**config.mk**
```make
export PLATFORM = sky130hd
export DESIGN_NAME = float_to_fixed_flat
export DESIGN_NICKNAME = d
export VERILOG_FILES = /design/src/rtl/float_to_fixed_if.sv /design/src/rtl/float_to_fixed.sv /design/src/flat_wrapper.sv
export SDC_FILE = /design/constraint.sdc
export NUM_CORES = 1
export LEC_CHECK = 0
export BUFFER_PORTS_ARGS = -buffer_cell sky130_fd_sc_hd__buf_2
export CORE_ASPECT_RATIO = 0.8
export CORE_MARGIN = 4
export CORE_UTILIZATION = 54
export DETAILED_ROUTE_END_ITERATION = 6
export HOLD_SLACK_MARGIN = 0.12
export PLACE_DENSITY = 0.84
export SLEW_MARGIN = 20
export SYNTH_ARGS = -nofsm -noshare
export SYNTH_HDL_FRONTEND = slang
export SYNTH_SLANG_ARGS = --single-unit
```
**constraint.sdc**
```tcl
create_clock -name clk -period 1.6 [get_ports clk]
set_input_delay 0.08 -clock clk [delete_from_list [all_inputs] [get_ports clk]]
set_output_delay 0.08 -clock clk [all_outputs]
set_load 0.02 [all_outputs]
```
**src/rtl/float_to_fixed_if.sv**
```systemverilog
// float_to_fixed_if: start/operand/result handshake between a requester and the converter.
interface float_to_fixed_if;
    logic        enable;
    logic [31:0] data;
    logic [21:0] result;
    logic        done;
    logic        busy;
    logic        overflow;
    modport master (output enable, data, input result, done, busy, overflow);
    modport slave (input enable, data, output result, done, busy, overflow);
endinterface

```
**src/rtl/float_to_fixed.sv**
```systemverilog
// float_to_fixed: IEEE-754 single to sign-magnitude Q1.20 by iterative right shifts.
// Zero/denormal inputs clear the result; exponents >= 128 saturate and flag overflow.
module float_to_fixed (
    input logic clk,
    input logic rst_n,
    float_to_fixed_if.slave bus
);
    typedef enum logic [1:0] {IDLE, SHIFT, DONE} state_t;
    state_t state, next;
    logic [23:0] w;
    logic [4:0] cnt, n;
    logic [7:0] exp, diff;
    logic sign, zero, sat, special;
    logic [21:0] result;
    logic done, overflow;
    always_comb begin
        exp = bus.data[30:23];
        diff = 8'd127 - exp;
        n = exp >= 8'd127 ? 5'd0 : (diff > 8'd21 ? 5'd21 : diff[4:0]);
        special = exp == 8'd0 || exp[7];
        next = IDLE;
        case (state)
            IDLE: next = bus.enable ? ((n != 5'd0 && !special) ? SHIFT : DONE) : IDLE;
            SHIFT: next = cnt == 5'd1 ? DONE : SHIFT;
            default: next = IDLE;
        endcase
    end
    always_ff @(posedge clk or negedge rst_n)
        if (!rst_n) state <= IDLE;
        else state <= next;
    always_ff @(posedge clk or negedge rst_n) begin
        if (!rst_n) begin
            w <= '0;
            cnt <= '0;
            sign <= 1'b0;
            zero <= 1'b0;
            sat <= 1'b0;
            result <= '0;
            done <= 1'b0;
            overflow <= 1'b0;
        end else begin
            done <= state == DONE;
            if (state == IDLE && bus.enable) begin
                w <= {1'b1, bus.data[22:0]};
                cnt <= n;
                sign <= bus.data[31];
                zero <= exp == 8'd0;
                sat <= exp[7];
            end else if (state == SHIFT) begin
                w <= w >> 1;
                cnt <= cnt - 5'd1;
            end
            // Truncation: w[2:0] are the bits below 2^-20 and are dropped.
            if (state == DONE) begin
                result <= zero ? 22'h000000 : {sign, sat ? 21'h1FFFFF : w[23:3]};
                overflow <= sat;
            end
        end
    end
    assign bus.result = result;
    assign bus.done = done;
    assign bus.overflow = overflow;
    assign bus.busy = state != IDLE;
endmodule

```
**src/flat_wrapper.sv**
```systemverilog
// flat-port wrapper written by rule: the top's interface ports become plain ports
module float_to_fixed_flat 
  (clk, rst_n, bus_enable, bus_data, bus_result, bus_done, bus_busy, bus_overflow);
  float_to_fixed_if bus_i ();
  input logic clk;
  input logic rst_n;
  input wire logic [$bits(bus_i.enable)-1:0] bus_enable;
  input wire logic [$bits(bus_i.data)-1:0] bus_data;
  output wire logic [$bits(bus_i.result)-1:0] bus_result;
  output wire logic [$bits(bus_i.done)-1:0] bus_done;
  output wire logic [$bits(bus_i.busy)-1:0] bus_busy;
  output wire logic [$bits(bus_i.overflow)-1:0] bus_overflow;
  assign bus_i.enable = bus_enable;
  assign bus_i.data = bus_data;
  assign bus_result = bus_i.result;
  assign bus_done = bus_i.done;
  assign bus_busy = bus_i.busy;
  assign bus_overflow = bus_i.overflow;
  float_to_fixed u_core (.clk(clk), .rst_n(rst_n), .bus(bus_i));
endmodule
```
==> Word-level counts from Yosys, hierarchy flattened <==
Cells that the tools add are included.
{ "totals": {"regBits": 58, "in_bits": 35, "out_inout_bits": 25, "word_cells": 37} }
{ "classes": {"add_sub_neg": 2, "n_lt_le_gt_ge": 2, "n_eq_ne": 3, "muxes": 12, "reduce_logical": 9} }
{ "ops": {"columns": ["cell", "count"], "rows": [
  ["two-way mux 24 bit", 2],
  ["two-way mux 22 bit", 1],
  ["two-way mux 21 bit", 1],
  ["two-way mux 5 bit", 4],
  ["greater-or-equal comparator 8 x 7 -> 1 bit, second input constant", 1],
  ["> comparator 8 x 5 -> 1 bit, second input constant", 1],
  ["zero test 8 bit", 1],
  ["subtractor 7 x 8 -> 8 bit, first input constant", 1],
  ["two-way mux 2 bit", 3],
  ["== test 5 x 1 -> 1 bit, second input constant", 1],
  ["nonzero test 5 bit", 1],
  ["subtractor 5 x 1 -> 5 bit, second input constant", 1],
  ["one-hot mux 2 bit (2 select lines)", 1],
  ["nonzero test 2 bit", 2],
  ["== test 2 x 1 -> 1 bit, second input constant", 1],
  ["== test 2 bit, second input constant", 1],
  ["logical AND 1 bit", 2],
  ["zero test 2 bit", 1],
  ["zero test 1 bit", 1],
  ["logical OR 1 bit", 1]
]} }

==> Logic depth before layout (Yosys ltp) <==
Gate-level depths: netlist of run 1.
{ "logic_depth": {"depth_word": 9, "mapped_depth": 6, "mapped_depth_nobuf": 6} }

==> Worst setup path before layout of run 1 <==
No wires, ideal clock.
{ "synth_timing": {"path_kind": "flip-flop to flip-flop", "from": "register u_core.state[0]", "to": "register u_core.cnt[2]", "setup_time_ns": 0.126, "arrival_time_ns": 1.179, "t_required_ns": 1.474, "path_slack_ns": 0.295, "stages_incl_launch_ff": 5, "path_buffers": 1, "synth_period_minus_slack_ns": 1.305, "cell_sequence": "dfrtp_1 -> buf_4 -> nor2_1 -> or2_1 -> a221o_1"} }
{ "synth_via": {"elab_chain_len": 3, "elab_cells_between_ends": 5, "classes_between": "1 x eq/ne; 1 x mux; 3 x reduce/logical"} }
{ "synth_lines": {"columns": ["element", "line", "text"], "rows": [
  ["from (decl)", "float_to_fixed.sv:9", "state_t state, next;"],
  ["from (signal assigned)", "float_to_fixed.sv:30", "else state <= next;"],
  ["zero test 2 bit", "float_to_fixed.sv:43", "if (state == IDLE && bus.enable) begin"],
  ["logical AND 1 bit", "float_to_fixed.sv:43", null],
  ["two-way mux 5 bit / nonzero test 2 bit (equally long branches)", null, null],
  ["to (signal assigned)", "float_to_fixed.sv:45", "cnt <= n;"],
  ["to (signal assigned)", "float_to_fixed.sv:51", "cnt <= cnt - 5'd1;"],
  ["to (decl)", "float_to_fixed.sv:11", "logic [4:0] cnt, n;"]
]} }
Several ways; a longest one is shown, not always the timed one.
A chain may end at the register's enable or synchronous reset.

==> Worst setup path after layout of run 1 <==
{ "layout_timing": {"from": "register u_core.state[0]", "to": "register u_core.overflow, in the netlist u_core.bus.overflow"} }
{ "layout_via": {"elab_chain_len": 1} }
{ "layout_lines": {"columns": ["element", "line", "text"], "rows": [
  ["== test 2 bit", "float_to_fixed.sv:54", "if (state == DONE) begin"],
  ["to (signal assigned)", "float_to_fixed.sv:56", "overflow <= sat;"],
  ["to (decl)", "float_to_fixed.sv:15", "logic done, overflow;"]
]} }
Every way passes these cells.

==> impl_metrics.tcl, run 1 <==
set metrics [dict create \
    fin_nets 407 \
    cp-start-kind "flop" \
    routed_wl_um 6700 \
    synthesis.area_sq_um 2710 \
    ant_nets 0 \
    tightest_slew_ps 750 \
    cts_tree "done" \
    endpoint_kind "flop" \
    core-area_sq_um 4710 \
    cts-root-buf "clkbuf_8" \
    async_flop_share 1.00 \
    gp_congestion 0.835 \
    clock.fmax_mhz 664 \
    vias 2499 \
    path_clk_slew_ps 100 \
    path_class "reg2reg" \
    cts_sinks 55 \
    synth_area_leaders "dfrtp_1 (51%), o31ai_1 (5.8%), a22oi_1 (5.5%)" \
    leakage_nw 1.58 \
    powerDensity_nw_per_um2 1800 \
    hold_class "in2reg" \
    regArea_sq_um 1380 \
    die_h_um 71.3 \
    yosysUniqueCellTypes 38 \
    slew_violations 0 \
    htreeDepth 2 \
    power.total_mw 6.18 \
    top_level_ports 60 \
    drive_gt1_frac 0.226 \
    synth_fp_nets 327 \
    syn_avg_cell_area_sq_um 9.34 \
    ys_seq_area_frac 0.508 \
    crit_required_ps 1810 \
    ys_warn_count 0 \
    clkLatencyLatePin_ps 310 \
    synthCells 290 \
    area_delta_synth_final_pct 26.8 \
    rows 22 \
    ir_worst_vdd_mv 0.980 \
    p_sw_frac 0.432 \
    status "complete, no violations" \
    switchingPower_mw 2.67 \
    grt_pass1_wl_um 11200 \
    antenna_cells 0 \
    yosysTopAreaCell "dfrtp_1" \
    cts_inserted_buffers 5 \
    tns_ps 0 \
    dp_hpwl_um 4390 \
    yosys.area.top_type_share 0.508 \
    initial_utilization 0.575 \
    setup_viol 0 \
    post_drt_wl_per_cell_um 15.5 \
    grt_max_degree 56 \
    multi_input_area_sq_um 1210 \
    cap_violations 0 \
    grt_pass1_vias 2429 \
    hold_viol 0 \
    port_buffers 56 \
    grt.total_usage 0.224 \
    synth_edf_count 0 \
    synth_common_cells "dfrtp_1 (55), nand2_1 (31), nor2_1 (29)" \
    vias_per_cell 5.80 \
    worstPathArrival_ps 1710 \
    fp.dieW_um 87.2 \
    num-fill-cells 342 \
    dieArea_sq_um 6220 \
    fin_skew_ps 4.50 \
    crit_fanout 46 \
    rsz0062_at_grt "no" \
    worst_slew_margin_rel 0.500 \
    ys_ff_latch 55 \
    cts_setup_buffers 0 \
    drc 0 \
    antenna_found_initial 0 \
    grt-ovfl-total 0 \
    pwr-share-seq 0.426 \
    pwr-share-comb 0.445 \
    synth_flop_cell "dfrtp_1" \
    clock_path_buffers 2 \
    dr.pass1.iters 5 \
    min_period_ps 1510 \
    fin_crit_sh 0.942 \
    clkPwrFrac 0.129 \
    yosysMostFrequentCell "dfrtp_1" \
    p_int_mw 3.51 \
    dr.first_iter.drc_count 210 \
]
[kinds of logic (layout without fill, tap and decap cells)]
family	Yosys count	in the layout	synth area share
AOI/OAI and AO/OA	104	104	0.241
adders and majority gates	2	2	0.00924
buffers and inverters	27	108	0.0462
DFF	55	55	0.508
muxes	2	2	0.00786
and+or+nand+nor	100	100	0.188
[routing by layer]
metal | GRT usage | wire (um) | vias up
met5 | 0 | 0 | -
met4 | 0.0613 | 80 | 0
met3 | 0.0356 | 535 | 11
met2 | 0.356 | 3150 | 122
met1 | 0.320 | 2930 | 1179
li1 | - | - | 1187
[flip-flops by register name (all words and copies together), names as in the netlist]
| register | flops |
|---|---|
| u_core.cnt | 5 |
| u_core.w | 21 |
| u_core.sat | 1 |
| u_core.bus.overflow | 1 |
| u_core.zero | 1 |
| u_core.bus.done | 1 |
| u_core.state | 2 |
| u_core.bus.result | 22 |
| u_core.sign | 1 |
[cell usage in the layout, fill, tap and decap left out, types with 5 or more instances in the layout]
master	n
a21oi_1	24
dlygate4sd3_1	26
buf_4	11
buf_2	56
nand2b_1	6
nor2b_1	21
o21ai_0	26
inv_1	5
a22oi_1	20
nor2_1	29
nand2_1	31
dfrtp_1	55
o31ai_1	21
clkbuf_8	5
[final cells by class]
class,instances,area share
flip-flops and latches,55,0.401
repair buffers,95,0.193
inverters,5,0.00547
clock buffers,5,0.0201
clock inverters,3,0.00693
well taps,60,0.0219
multi-input cells,208,0.351
[power groups by stage]
stage	Combinational (mW)	Sequential, mW	Clock, mW
floorplan	1.63	2.78	0
global placement	2.59	2.60	0
detailed placement	2.69	2.64	0
CTS	2.75	2.61	0.816
global route	3.08	2.72	0.862
finish	2.75	2.63	0.796
[path summary, 6_finish.rpt]
check / startpoint / to / slack, ps / cells past startpoint
setup / recovery: u_core.state[0] / u_core.bus.overflow / 90 / 3
hold / removal: bus_data[27] / u_core.zero / 120 / 4
setup reg to reg: u_core.state[0] / u_core.bus.overflow / 90 / 3
hold reg to reg: u_core.bus.result[4] / u_core.bus.result[4] / 480 / 2
max in group asynchronous: rst_n / u_core.w[6] / 1070 / 3
min in group asynchronous: rst_n / u_core.bus.result[14] / 290 / 3
[worst max-delay path, stage by stage, from the launching register on]
cell and delay (ps):
dfrtp_1 600, nand2b_1 210, buf_12 220, mux2_2 350
[per-stage QoR]
step	instances	area, sq um	hold slack, ps	util	setup slack [ps]
2_1_floorplan	290	2710	-216	-	295
3_5_place_dp	397	3080	101	0.654	122
5_1_grt	431	3430	144	0.729	19.5
4_1_cts	431	3430	124	0.729	106
6_report	431	3430	122	0.729	93.5
3_3_place_gp	397	3080	99.2	0.654	165
[what timing repair did]
item / in CTS / in global routing
hold endpoints to repair: 79 / 0
gates resized for setup: 0 / 0
hold buffers: 26 / 0
No activity file was read; power rests on OpenSTA's default activity.
==> run 2, diff against run 1 <==
- CELL_PAD_IN_SITES_DETAIL_PLACEMENT: default -> 1
- CELL_PAD_IN_SITES_GLOBAL_PLACEMENT: default -> 2
- CORE_UTILIZATION: 54 -> 32
- PLACE_DENSITY: 0.84 -> 0.82
==> run 2 against run 1 <==
  * Clock-buffer cell count unchanged
  * Sequential power decreased by 3%
  * Hold slack improved by 5.4 ps
  * Critical endpoint is now bus_busy
  * Largest cell class unchanged
==> impl_metrics.tcl, run 2 (synthesis gave the netlist of run 1 again) <==
set metrics [dict create \
    htreeDepth 2 \
    cp_cell_sequence "buf_4, or2_2, buf_2" \
    fin_skew_ps 13.0 \
    fp.dieW_um 111 \
    max_stage_delay_ps 430 \
    gp_congestion 0.783 \
    grt_pass1_vias 2523 \
    cts_sinks 55 \
    powerDensity_nw_per_um2 1800 \
    cts-root-buf "clkbuf_8" \
    cts_tree "done" \
    grt.total_usage 0.155 \
    hold_class "in2reg" \
    worstRegToRegCells 3 \
    drive_gt1_frac 0.234 \
    post_drt_wl_per_cell_um 15.6 \
    worstHoldPathCells 3 \
    rsz0062_at_grt "no" \
    routed_wl_um 7500 \
    leakage_nw 1.60 \
    grt_max_degree 56 \
    r2r_setup_slack_ps 130 \
    path_clk_slew_ps 110 \
    status "complete, no violations" \
    drc 0 \
    path_class "reg2out" \
    min_period_ps 1470 \
    fin_crit_sh 0.922 \
    ir_worst_vdd_mv 0.545 \
    rows 29 \
    port_buffers 56 \
    cp-start-kind "flop" \
    antenna_cells 0 \
    cts_setup_buffers 0 \
    endpoint_kind "output pin" \
    fin_nets 408 \
    dr.pass1.iters 4 \
    tightest_slew_ps 844 \
    setup_viol 0 \
    fin_cells 480 \
    clock_path_buffers 2 \
    final_cell_mix "buf_2 (56), dfrtp_1 (55), nand2_1 (31)" \
    hold_buffers 25 \
    dp_hpwl_um 5170 \
    slew_violations 0 \
    hold_viol 0 \
    area_delta_synth_final_pct 30.1 \
    cp_slowest_cell "dfrtp_1" \
    ant_nets 0 \
    top_level_ports 60 \
    antenna_found_initial 0 \
    hold_start "bus_data[20]" \
    final_common_cell "buf_2" \
    cap_violations 0 \
    dr.first_iter.drc_count 81 \
    grt-ovfl-total 0 \
    crit_fanout 14 \
    die_h_um 90.3 \
    crit_required_ps 1520 \
    dieArea_sq_um 10000 \
    clock.fmax_mhz 678 \
    post_cts_resized 0 \
    worst_slew_margin_rel 0.438 \
    worstPathArrival_ps 1390 \
    initial_utilization 0.335 \
    worstReg2RegEnd "u_core.bus.overflow" \
    top_register "u_core.bus.result" \
    vias_per_cell 5.05 \
    rr_startpoint "u_core.state[0]" \
    placed_cells 447 \
    core-area_sq_um 8090 \
    clkLatencyLatePin_ps 310 \
    tns_ps 0 \
    top_regs "u_core.bus.result (22), u_core.w (21), u_core.cnt (5)" \
    cts_inserted_buffers 5 \
    largest_register_ffs 22 \
    vias 2426 \
    hold_end "u_core.w[20]" \
    grt_pass1_wl_um 12900 \
]
-- run 2: area by class of cell --
cell class	instances	area, sq um
fillers	935	4570
inverters	5	18.8
clock inverters	3	46.3
flip-flops and latches	55	1380
repair buffers	96	668
clock buffers	5	68.8
well taps	108	135
multi-input cells	208	1210
-- run 2: metal layers --
| metal | GRT usage | vias up | routed length (um) |
|---|---|---|---|
| li1 | - | 1184 | - |
| met1 | 0.212 | 1189 | 3570 |
| met2 | 0.253 | 47 | 3530 |
| met3 | 0.0315 | 6 | 319 |
| met4 | 0.0359 | 0 | 84 |
| met5 | 0 | - | 0 |
-- run 2: through the flow --
| stage | power, mW | setup WS [ps] | hold slack, ps | instance area (sq um) | utilization |
|---|---|---|---|---|---|
| floorplan | 4.41 | 295 | -216 | 2710 | - |
| global placement | 5.31 | 149 | 105 | 3160 | 0.390 |
| detailed placement | 5.44 | 114 | 106 | 3160 | 0.390 |
| CTS | 6.44 | 106 | 122 | 3520 | 0.435 |
| global route | 6.91 | 37.6 | 124 | 3520 | 0.435 |
| finish | 6.35 | 126 | 127 | 3520 | 0.435 |
-- run 2: report_power, final --
part	internal, mW	switching [mW]
Sequential	2.03	0.526
Clock	0.472	0.479
Combinational	1.19	1.66
-- run 2: worst max path at each step --
stage	startpoint	to	slack, ps	depth (start not counted)
finish	u_core.state[1]	bus_busy	130	3
global route	u_core.state[1]	u_core.cnt[0]	40	5
CTS	u_core.state[1]	bus_busy	110	3
detailed placement	u_core.state[0]	u_core.bus.overflow	110	3
global placement	u_core.state[0]	u_core.bus.overflow	150	3
floorplan	u_core.state[0]	u_core.cnt[2]	300	4
-- run 2: worst max-delay path, delay by kind of cell, from the launching register on --
family	cells	cell delay [ps]
buf+inv	2	370
flops	1	430
simple gates	1	290
